===== src/rtl/alu_multicycle.sv =====
// Multi-cycle ALU: single-cycle logic/arith/shift ops plus iterative MULU/DIVU.
// Results and flags are registered behind a valid/ready handshake.
module alu_multicycle #(
  parameter int WIDTH = 32,
  parameter int SHW   = 5
) (
  input  logic             clk,
  input  logic             rst,
  input  logic             in_valid,
  output logic             in_ready,
  input  logic [3:0]       ALUControl,
  input  logic [WIDTH-1:0] operand1,
  input  logic [WIDTH-1:0] operand2,
  input  logic [SHW-1:0]   shamt,
  output logic             out_valid,
  output logic [WIDTH-1:0] result,
  output logic [WIDTH-1:0] result_hi,
  output logic             zero_flag,
  output logic             overflow_flag,
  output logic             div_by_zero
);

  localparam logic [3:0] OP_AND  = 4'b0000;
  localparam logic [3:0] OP_OR   = 4'b0001;
  localparam logic [3:0] OP_ADD  = 4'b0010;
  localparam logic [3:0] OP_XOR  = 4'b0011;
  localparam logic [3:0] OP_NOR  = 4'b0100;
  localparam logic [3:0] OP_SRL  = 4'b0101;
  localparam logic [3:0] OP_SUB  = 4'b0110;
  localparam logic [3:0] OP_SLL  = 4'b0111;
  localparam logic [3:0] OP_SLT  = 4'b1000;
  localparam logic [3:0] OP_SLTU = 4'b1001;
  localparam logic [3:0] OP_SRA  = 4'b1010;
  localparam logic [3:0] OP_MULU = 4'b1011;
  localparam logic [3:0] OP_DIVU = 4'b1100;

  typedef enum logic [1:0] {IDLE, MUL, DIV} state_t;

  state_t               state_reg, state_next;
  logic [2*WIDTH-1:0]   acc_reg, acc_next;
  logic [WIDTH-1:0]     opb_reg, opb_next;
  logic [SHW-1:0]       count_reg, count_next;
  logic                 out_valid_reg, out_valid_next;
  logic [WIDTH-1:0]     result_reg, result_next;
  logic [WIDTH-1:0]     result_hi_reg, result_hi_next;
  logic                 zero_reg, zero_next;
  logic                 ovf_reg, ovf_next;
  logic                 dbz_reg, dbz_next;

  logic [WIDTH-1:0]     add_res, sub_res, single_res;
  logic                 single_ovf;
  logic [WIDTH:0]       mul_sum;
  logic [2*WIDTH-1:0]   mul_step;
  logic [WIDTH:0]       div_shift;
  logic                 div_ge;
  logic [WIDTH-1:0]     div_rem;
  logic [2*WIDTH-1:0]   div_step;
  logic                 last_iter;

  assign add_res = operand1 + operand2;
  assign sub_res = operand1 - operand2;

  always_comb begin
    single_res = '0;
    single_ovf = 1'b0;
    case (ALUControl)
      OP_AND:  single_res = operand1 & operand2;
      OP_OR:   single_res = operand1 | operand2;
      OP_ADD: begin
        single_res = add_res;
        single_ovf = (operand1[WIDTH-1] == operand2[WIDTH-1]) &&
                     (add_res[WIDTH-1] != operand1[WIDTH-1]);
      end
      OP_XOR:  single_res = operand1 ^ operand2;
      OP_NOR:  single_res = ~(operand1 | operand2);
      OP_SRL:  single_res = operand1 >> shamt;
      OP_SUB: begin
        single_res = sub_res;
        single_ovf = (operand1[WIDTH-1] != operand2[WIDTH-1]) &&
                     (sub_res[WIDTH-1] != operand1[WIDTH-1]);
      end
      OP_SLL:  single_res = operand1 << shamt;
      OP_SLT:  single_res = {{(WIDTH-1){1'b0}}, ($signed(operand1) < $signed(operand2))};
      OP_SLTU: single_res = {{(WIDTH-1){1'b0}}, (operand1 < operand2)};
      OP_SRA:  single_res = $unsigned($signed(operand1) >>> shamt);
      default: single_res = '0;
    endcase
  end

  // Shift-add: acc = {partial product, remaining multiplier bits}.
  assign mul_sum  = {1'b0, acc_reg[2*WIDTH-1:WIDTH]} + (acc_reg[0] ? {1'b0, opb_reg} : '0);
  assign mul_step = {mul_sum, acc_reg[WIDTH-1:1]};

  // Restoring divide: acc = {remainder, dividend bits shifting into quotient}.
  assign div_shift = acc_reg[2*WIDTH-1:WIDTH-1];
  assign div_ge    = div_shift >= {1'b0, opb_reg};
  assign div_rem   = div_ge ? (div_shift[WIDTH-1:0] - opb_reg) : div_shift[WIDTH-1:0];
  assign div_step  = {div_rem, acc_reg[WIDTH-2:0], div_ge};

  assign last_iter = (count_reg == SHW'(WIDTH-1));

  always_comb begin
    state_next     = state_reg;
    acc_next       = acc_reg;
    opb_next       = opb_reg;
    count_next     = count_reg;
    out_valid_next = 1'b0;
    result_next    = result_reg;
    result_hi_next = result_hi_reg;
    zero_next      = zero_reg;
    ovf_next       = ovf_reg;
    dbz_next       = dbz_reg;
    case (state_reg)
      IDLE: begin
        if (in_valid) begin
          if (ALUControl == OP_MULU || (ALUControl == OP_DIVU && operand2 != '0)) begin
            state_next = (ALUControl == OP_MULU) ? MUL : DIV;
            acc_next   = {{WIDTH{1'b0}}, operand1};
            opb_next   = operand2;
            count_next = '0;
          end else if (ALUControl == OP_DIVU) begin
            out_valid_next = 1'b1;
            result_next    = '1;
            result_hi_next = operand1;
            zero_next      = 1'b0;
            ovf_next       = 1'b0;
            dbz_next       = 1'b1;
          end else begin
            out_valid_next = 1'b1;
            result_next    = single_res;
            result_hi_next = '0;
            zero_next      = (single_res == '0);
            ovf_next       = single_ovf;
            dbz_next       = 1'b0;
          end
        end
      end
      MUL, DIV: begin
        acc_next   = (state_reg == MUL) ? mul_step : div_step;
        count_next = count_reg + SHW'(1);
        if (last_iter) begin
          state_next     = IDLE;
          count_next     = '0;
          out_valid_next = 1'b1;
          result_next    = acc_next[WIDTH-1:0];
          result_hi_next = acc_next[2*WIDTH-1:WIDTH];
          zero_next      = (acc_next[WIDTH-1:0] == '0);
          ovf_next       = 1'b0;
          dbz_next       = 1'b0;
        end
      end
      default: state_next = IDLE;
    endcase
  end

  always_ff @(posedge clk) begin
    if (rst) begin
      state_reg     <= IDLE;
      acc_reg       <= '0;
      opb_reg       <= '0;
      count_reg     <= '0;
      out_valid_reg <= 1'b0;
      result_reg    <= '0;
      result_hi_reg <= '0;
      zero_reg      <= 1'b0;
      ovf_reg       <= 1'b0;
      dbz_reg       <= 1'b0;
    end else begin
      state_reg     <= state_next;
      acc_reg       <= acc_next;
      opb_reg       <= opb_next;
      count_reg     <= count_next;
      out_valid_reg <= out_valid_next;
      result_reg    <= result_next;
      result_hi_reg <= result_hi_next;
      zero_reg      <= zero_next;
      ovf_reg       <= ovf_next;
      dbz_reg       <= dbz_next;
    end
  end

  assign in_ready      = (state_reg == IDLE);
  assign out_valid     = out_valid_reg;
  assign result        = result_reg;
  assign result_hi     = result_hi_reg;
  assign zero_flag     = zero_reg;
  assign overflow_flag = ovf_reg;
  assign div_by_zero   = dbz_reg;

endmodule

===== config.mk =====
export PLATFORM = sky130hd
export DESIGN_NAME = alu_multicycle
export DESIGN_NICKNAME = d
export VERILOG_FILES = /design/src/rtl/alu_multicycle.sv
export SDC_FILE = /design/constraint.sdc
export NUM_CORES = 1
export LEC_CHECK = 0
export ABC_CLOCK_PERIOD_IN_PS = 4700
export BUFFER_PORTS_ARGS = -buffer_cell sky130_fd_sc_hd__buf_2
export CAP_MARGIN = 20
export CORE_ASPECT_RATIO = 2
export CORE_MARGIN = 5
export CORE_UTILIZATION = 57
export CTS_CLUSTER_SIZE = 16
export DETAILED_ROUTE_END_ITERATION = 6
export PLACE_DENSITY = 0.79
export RECOVER_POWER = 25
export SYNTH_ARGS = -nofsm -noshare
export SYNTH_HDL_FRONTEND = slang
export SYNTH_SLANG_ARGS = --single-unit

===== constraint.sdc =====
create_clock -name clk -period 4.7 [get_ports clk]
set_input_delay 1.41 -clock clk [delete_from_list [all_inputs] [get_ports clk]]
set_output_delay 1.41 -clock clk [all_outputs]
set_load 0.01 [all_outputs]

==> out/metrics.cfg, run 1 <==
[outcome]
status = did not finish
failing_step = 5_1_grt
toolErrorMsg = [ERROR GRT-0116] Global routing finished with congestion. Check the congestion regions in the DRC Viewer.

[cts]
postCtsHoldBufs = 0
htreeDepth = 4
clockRootBuffer = clkbuf_16
numCtsBuffers = 17
clock_sinks = 171
clk_path_buf_depth = 2

[floorplanning]
initial_core_util_pct = 57.71
pin_count = 145
die-height_um = 290.3
rows = 102
dieWidth_um = 150.2

[logic_synthesis]
synth_nets = 3338
seq_area_frac_synth_pct = 15.29
synth-edff-count = 0
ys_types = 88
synth_ff_type = dfxtp_1
synthCells = 3081
syn_area_um2 = 22390
ys.warnings.count = 0
synth_area_per_cell_um2 = 7.268
async_reset_ff_share_pct = 0
ys_ff_latch = 171

[placement]
place_ws_ps = -695.0
hpwl_um = 97760
gp_congestion = 1.228
port-buffer-count = 144

[grt]
grt_start_max_net_pins = 86
grt_use_total_pct = 59.02
grt_overflow_total = 2
grt_first_pass_wirelength_um = 195900
grt_pass1_vias = 31630

==> metal layers <==
layer	GRT overflow	GRT usage [%]
met4	2	68.40
met3	0	26.51
met5	0	0
met2	0	85.69
met1	0	56.58
==> stage by stage <==
stage                     std cells  setup TNS (ps)  area [um2]  utilization [%]
after floorplan                3081               0       22470                -
after global placement         4143           -1824       27870            71.83
after detailed placement       4143           -2855       27870            71.83
after CTS                      4177               0       28530            73.55
==> cells by family after synthesis <==
logic type / after synthesis / synth area share, %
buffers and inverters: 406 / 7.382
and+or+nand+nor: 1005 / 21.22
xor gates and xnor gates: 62 / 2.425
adders and majority gates: 181 / 10.25
muxes: 216 / 12.52
DFF: 171 / 15.29
AOI/OAI and AO/OA: 1040 / 30.92
==> Yosys cell counts, types with 40 or more instances <==
| master | instances | area [um2] |
|---|---|---|
| a211oi_1 | 97 | 728.2 |
| a21o_1 | 65 | 488.0 |
| a21oi_1 | 289 | 1446 |
| and2_1 | 45 | 281.5 |
| clkbuf_1 | 194 | 728.2 |
| dfxtp_1 | 171 | 3423 |
| ha_1 | 177 | 2215 |
| inv_1 | 149 | 559.3 |
| mux2i_1 | 136 | 1361 |
| mux4_2 | 48 | 1081 |
| nand2_1 | 288 | 1081 |
| nand3_1 | 65 | 325.3 |
| nor2_1 | 302 | 1134 |
| nor3_1 | 68 | 340.3 |
| o211ai_1 | 77 | 578.1 |
| o21ai_0 | 160 | 800.8 |
| xnor2_1 | 40 | 350.3 |
==> what timing repair did <==
action / in CTS
pin swaps: 4
endpoints found under the setup margin: 2
cloned: 0
buffers inserted: 2
gates resized for setup: 15
==> inputs of run 2 (changes only) <==
==> config.mk (replaced) <==
export PLATFORM = sky130hd
export DESIGN_NAME = alu_multicycle
export DESIGN_NICKNAME = d
export VERILOG_FILES = /design/src/rtl/alu_multicycle.sv
export SDC_FILE = /design/constraint.sdc
export NUM_CORES = 1
export LEC_CHECK = 0
export ABC_CLOCK_PERIOD_IN_PS = 6110
export BUFFER_PORTS_ARGS = -buffer_cell sky130_fd_sc_hd__buf_2
export CAP_MARGIN = 20
export CORE_MARGIN = 5
export CORE_UTILIZATION = 40
export DETAILED_ROUTE_END_ITERATION = 6
export PLACE_DENSITY_LB_ADDON = 0.15
export RECOVER_POWER = 25
export SYNTH_ARGS = -nofsm -noshare
export SYNTH_HDL_FRONTEND = slang
export SYNTH_SLANG_ARGS = --single-unit
==> constraint.sdc (replaced) <==
create_clock -name clk -period 6.11 [get_ports clk]
set_input_delay 1.833 -clock clk [delete_from_list [all_inputs] [get_ports clk]]
set_output_delay 1.833 -clock clk [all_outputs]
set_load 0.01 [all_outputs]
==> run 2 against run 1 <==
The run now ends clean. Synthesized area unchanged. Synthesized cell count unchanged.
==> out/metrics.cfg, run 2 <==
[worst_hold_path]
hold_class = flip-flop to flip-flop

[route]
antenna_left = 0
viasPerCell = 6.641
top_layer = met5
drt_iter0_drc = 3031
wire_per_inst_um = 30.57
dr.pass1.iters = 5
via_count = 26550
dr_wl_met3_um = 11280
drt-total-wl_um = 122200
drt-met1-wl_um = 49200
drcViolationCount = 0
wl_met2_um = 54280

[timing]
max_freq_mhz = 177.9
clock_skew_ps = 16.08
worstMarginPinSlew_ps = 1103
setup_viol = 0
fin_crit_sh_pct = 92.01
hold_viol = 0
rsz0062_at_grt = false
finalCriticalPeriod_ps = 5622
finalMaxSlewViolations = 0
setup_slack_ps = 488.0
fin_tns_setup_ps = 0
slew_headroom_pct = 26.07

[logic_synthesis]
synth_nets = 3338
synth.most_common_cell = nor2_1
ys.warnings.count = 0
synth_top_area_share_pct = 15.29
async_reset_ff_share_pct = 0
syn_area_um2 = 22390
ys_ff_latch = 171
synth_ff_type = dfxtp_1
seq_area_frac_synth_pct = 15.29
synth-edff-count = 0
yosys.area.top_type = dfxtp_1
synth_common_cells = 302 x nor2_1, 289 x a21oi_1, 288 x nand2_1, 194 x clkbuf_1, 177 x ha_1
synthCells = 3081
yosys-top-cells-area = dfxtp_1 15%, ha_1 9.9%, a21oi_1 6.5%
synth_area_per_cell_um2 = 7.268
ys_types = 88

[grt]
grt_start_max_net_pins = 70
grt_use_total_pct = 38.74
grt_overflow_total = 0
antenna_found_initial = 5
grt_first_pass_wirelength_um = 175300
grt_pass1_vias = 25090

[power_and_ir_drop]
ir_drop_uv = 294.2
power.density_nw_per_um2 = 225.8
leakage_uw = 0.01043

[floorplanning]
pin_count = 145
rows = 86
dieWidth_um = 246.6
die-height_um = 246.6
initial_core_util_pct = 40.49
dieArea_um2 = 60810
core_um2 = 55310

[layout]
largest_reg_flops = 64
areaGrowthSynthToFinish_pct = 14.16
fin_nets = 3491
final_util_pct = 46.22
stdcell_area_um2 = 25560
layout_commonest_cell = nor2_1
layout-drive-gt1-share_pct = 15.12
final_cell_mix = 298 x nor2_1, 288 x nand2_1, 288 x a21oi_1, 234 x buf_4, 175 x ha_1

[flow_run]
cap_violations = 0

[setup_path]
crit_fanout = 12
start_kind = primary input
cp.required_ps = 6510
path_class = primary input to flip-flop
end_kind = flip-flop
cp-endpoint = zero_flag$_SDFFE_PP0P_
startpoint = operand1[2]
rrSetupSlack_ps = 1560
rr_startpoint = opb_reg[1]$_SDFFE_PP0P_
worst_r2r_path_depth = 14
reg2reg_to = acc_reg[41]$_SDFFE_PP0P_
critPathArrivalTime_ps = 6020

[cts]
postCtsSetupBuffers = 0
cts_tree = done
clockRootBuffer = clkbuf_16
htreeDepth = 4
path_clk_slew_ps = 80
clk_path_buf_depth = 2
postCtsHoldBufs = 0
worstSkewPairLatency_ps = 500
clock_sinks = 171
numCtsBuffers = 17
ctsResizeCount = 0

[outcome]
status = complete, no violations

[placement]
hpwl_um = 97320
place_ws_ps = 97.47
port-buffer-count = 144
gp_congestion = 1.083
dpl_cell_area_um2 = 25000

-- run 2: cell counts after synthesis --
Identical to the previous run, type by type.
-- run 2: layout make-up --
class                      count  area, um2
tap                          748      935.9
inverter                     154      578.1
fill                        5710      29750
antenna                        2      5.005
sequential                   171       3423
clock inverter                14      178.9
multi-input combinational   2504      17400
clock buffer                  18      429.2
timing repair buffer         386       2613
-- run 2: layer usage --
layer	global-route usage, %	up-vias
met5	0	-
li1	-	11740
met4	19.51	2
met2	61.10	1515
met3	7.051	283
met1	50.81	13010
-- run 2: report_power, final --
part	total, uW	switching (uW)	internal, uW	leakage (uW)
clock network	1200	575	620	0.000288
registers	1360	121	1240	0.00139
logic	3210	2120	1090	0.00875
-- run 2: kinds of logic after synthesis --
logic type | after synthesis | synth area share, %
multiplexers | 216 | 12.52
flip-flops | 171 | 15.29
AO/OA/AOI/OAI | 1040 | 30.92
XOR/XNOR | 62 | 2.425
adder cells (fa/ha/maj) | 181 | 10.25
AND/OR/NAND/NOR | 1005 | 21.22
buffers and inverters | 406 | 7.382
-- run 2: how the worst min path moves through the flow --
stage | slack [ps] | endpoint | from | cells past startpoint
floorplan | 440 | count_reg[4]$_SDFFE_PP0P_ | count_reg[4]$_SDFFE_PP0P_ | 2
global placement | 440 | result[8]$_SDFFE_PP0P_ | result[8]$_SDFFE_PP0P_ | 2
detailed placement | 450 | result[8]$_SDFFE_PP0P_ | result[8]$_SDFFE_PP0P_ | 2
CTS | 460 | result[28]$_SDFFE_PP0P_ | result[28]$_SDFFE_PP0P_ | 2
global route | 470 | count_reg[4]$_SDFFE_PP0P_ | count_reg[4]$_SDFFE_PP0P_ | 2
finish | 460 | result[29]$_SDFFE_PP0P_ | result[29]$_SDFFE_PP0P_ | 2
-- run 2: through the flow --
step           hold slack (ps)  instances  total power (uW)
6_report                 461.6       3997              5772
2_1_floorplan            436.2       3081              3260
3_3_place_gp             440.2       3961              4495
4_1_cts                  458.1       3994              5703
3_5_place_dp             445.5       3962              4499
5_1_grt                  474.6       3995              6028
-- run 2: worst max-delay path: stages --
cell and delay, ps:
buf_2 240, inv_1 90, ha_1 310, buf_4 160, o21ai_0 110, o21ai_0 440, nand2_1 240, o21bai_1 280
a31oi_1 220, o31a_1 380, o21a_1 230, a311oi_1 320, o311ai_0 360, or4_1 600, o41ai_2 200
No activity file was read; power rests on OpenSTA's default activity.
==> inputs of run 3 (changes only) <==
--- a/config.mk
+++ b/config.mk
@@ -8,7 +8,6 @@
 export ABC_CLOCK_PERIOD_IN_PS = 6110
 export BUFFER_PORTS_ARGS = -buffer_cell sky130_fd_sc_hd__buf_2
 export CAP_MARGIN = 20
-export CORE_MARGIN = 5
 export CORE_UTILIZATION = 40
 export DETAILED_ROUTE_END_ITERATION = 6
 export PLACE_DENSITY_LB_ADDON = 0.15
==> run 3 against run 2 <==
The run now ends with DRC left. Worst hold slack worse by 1.7 ps. Register-to-register slack got worse by 240 ps. Global-route usage increased by 3.6 points. Clock skew grew 5.8 ps. Cell area rose by 0.34%. First-iteration DRC count is 19% higher. Clock-buffer cell count is the same. Largest cell class unchanged.
==> out/metrics.cfg, run 3 (synthesis results as in run 2) <==
[setup_path]
worst_r2r_path_depth = 15
rr_startpoint = acc_reg[0]$_SDFFE_PP0P_
reg2reg_to = result_hi[29]$_SDFFE_PP0P_
start_kind = primary input
crit_fanout = 11
path_class = primary input to flip-flop
rrSetupSlack_ps = 1320
cp.required_ps = 6500
end_kind = flip-flop
critPathArrivalTime_ps = 6100

[power_and_ir_drop]
power_frac_clock_pct = 20.5
p_seq_share_pct = 23.6
swShare_pct = 48.93
p_total_uw = 5796
switching_power_uw = 2836
internal_power_uw = 2960
leakage_uw = 0.01049
comb_power_share_pct = 55.8
ir_drop_uv = 222.0
power.density_nw_per_um2 = 226.0

[timing]
setup_viol = 0
finalMaxSlewViolations = 0
max_freq_mhz = 175.1
rsz0062_at_grt = false
clock_skew_ps = 21.92
slew_headroom_pct = 26.92
fin_crit_sh_pct = 93.46
hold_viol = 0
finalCriticalPeriod_ps = 5710
worstMarginPinSlew_ps = 1095

[route]
wire_per_inst_um = 30.72
drcViolationCount = 6
drt_iter0_drc = 3601
drt-total-wl_um = 123300
viasPerCell = 6.685
via_count = 26830
antenna_left = 0
dr.pass1.iters = 7

[cts]
ctsResizeCount = 0
clock_sinks = 171
worstSkewPairLatency_ps = 490
postCtsSetupBuffers = 0
htreeDepth = 4
clk_path_buf_depth = 2
numCtsBuffers = 17
postCtsHoldBufs = 0
path_clk_slew_ps = 80
cts_tree = done
clockRootBuffer = clkbuf_16

[layout]
largest_reg_flops = 64
areaGrowthSynthToFinish_pct = 14.54
layout-drive-gt1-share_pct = 15.46
layout_commonest_cell = nor2_1
stdcell_area_um2 = 25650
fin_nets = 3504
final_cell_mix = 298 x nor2_1, 288 x nand2_1, 288 x a21oi_1, 249 x buf_4, 175 x ha_1

[placement]
hpwl_um = 97630
port-buffer-count = 144
gp_congestion = 1.105
dpl_cell_area_um2 = 25100

[grt]
grt_overflow_total = 0
grt_first_pass_wirelength_um = 176300
grt_pass1_vias = 25340
grt_start_max_net_pins = 85
antenna_found_initial = 8
grt_use_total_pct = 42.34

[worst_hold_path]
min_path_cells = 2
hp-start = div_by_zero$_SDFFE_PP0P_
hold_class = flip-flop to flip-flop
min_to = div_by_zero$_SDFFE_PP0P_

[floorplanning]
dieWidth_um = 238.6
core_um2 = 55200
initial_core_util_pct = 40.56
pin_count = 145
die-height_um = 238.6
dieArea_um2 = 56930
rows = 86

[outcome]
violations = DRC
status = finished with violations

[flow_run]
cap_violations = 0

run 3: cell types whose count changed in the layout (fill, tap and decap cells not counted):
cell      change
buf_4        +15
diode_2       +4
inv_6         +2
buf_16        -1
buf_6         -1
clkinv_4      -1
inv_8         -1
nor2_2        -1
nor2_4        +1
run 3: area by class of cell:
class | instances | area, um2
diodes | 6 | 15.01
clock buffers | 18 | 429.2
clock inverters | 14 | 176.4
fillers | 5694 | 29550
inverters | 154 | 578.1
multi-input cells | 2504 | 17400
flip-flops and latches | 171 | 3423
well taps | 748 | 935.9
repair buffers | 399 | 2686
run 3: per-stage QoR:
stage               worst slack, ps  setup TNS (ps)  util (%)  hold slack [ps]  std cells
floorplan                     779.1               0         -            436.2       3081
global placement             -4.791          -4.791     45.48            439.5       3976
detailed placement            12.99               0     45.48            447.6       3976
CTS                           533.1               0     46.57            460.4       4008
global route                  165.7               0     46.44            473.6       4008
finish                        399.6               0     46.46            459.8       4014
run 3: per-layer routing:
layer	vias to the layer above	GRT usage, %	wire length, um
li1	11760	-	-
met1	12960	54.25	49030
met2	1742	66.24	54270
met3	366	8.568	12380
met4	8	23.43	7586
met5	-	0	61
run 3: critical path, stage by stage:
cell and delay (ps):
buf_2 130, inv_1 70, ha_1 520, o211ai_1 160, a2111oi_0 800, buf_4 260
a21oi_1 110, o21ai_0 590, nand3_1 310, and4_1 300, o32ai_1 530, nand4_1 180
o41ai_2 290
run 3: power by group through the flow:
stage	sequential [uW]	combinational, uW	clock (uW)
5_1_grt	1380	3410	1240
3_5_place_dp	1390	3130	0
4_1_cts	1360	3150	1200
3_3_place_gp	1380	3120	0
2_1_floorplan	1380	1880	0
6_report	1370	3240	1190
run 3: worst max-delay path by stage:
| stage | startpoint | endpoint | cells past startpoint |
|---|---|---|---|
| after detailed placement | operand2[10] | zero_flag$_SDFFE_PP0P_ | 15 |
| after global routing | operand2[7] | zero_flag$_SDFFE_PP0P_ | 15 |
| after global placement | operand2[10] | zero_flag$_SDFFE_PP0P_ | 15 |
| after CTS | operand2[10] | zero_flag$_SDFFE_PP0P_ | 15 |
| after floorplan | operand1[6] | zero_flag$_SDFFE_PP0P_ | 15 |
| final | operand2[7] | zero_flag$_SDFFE_PP0P_ | 13 |
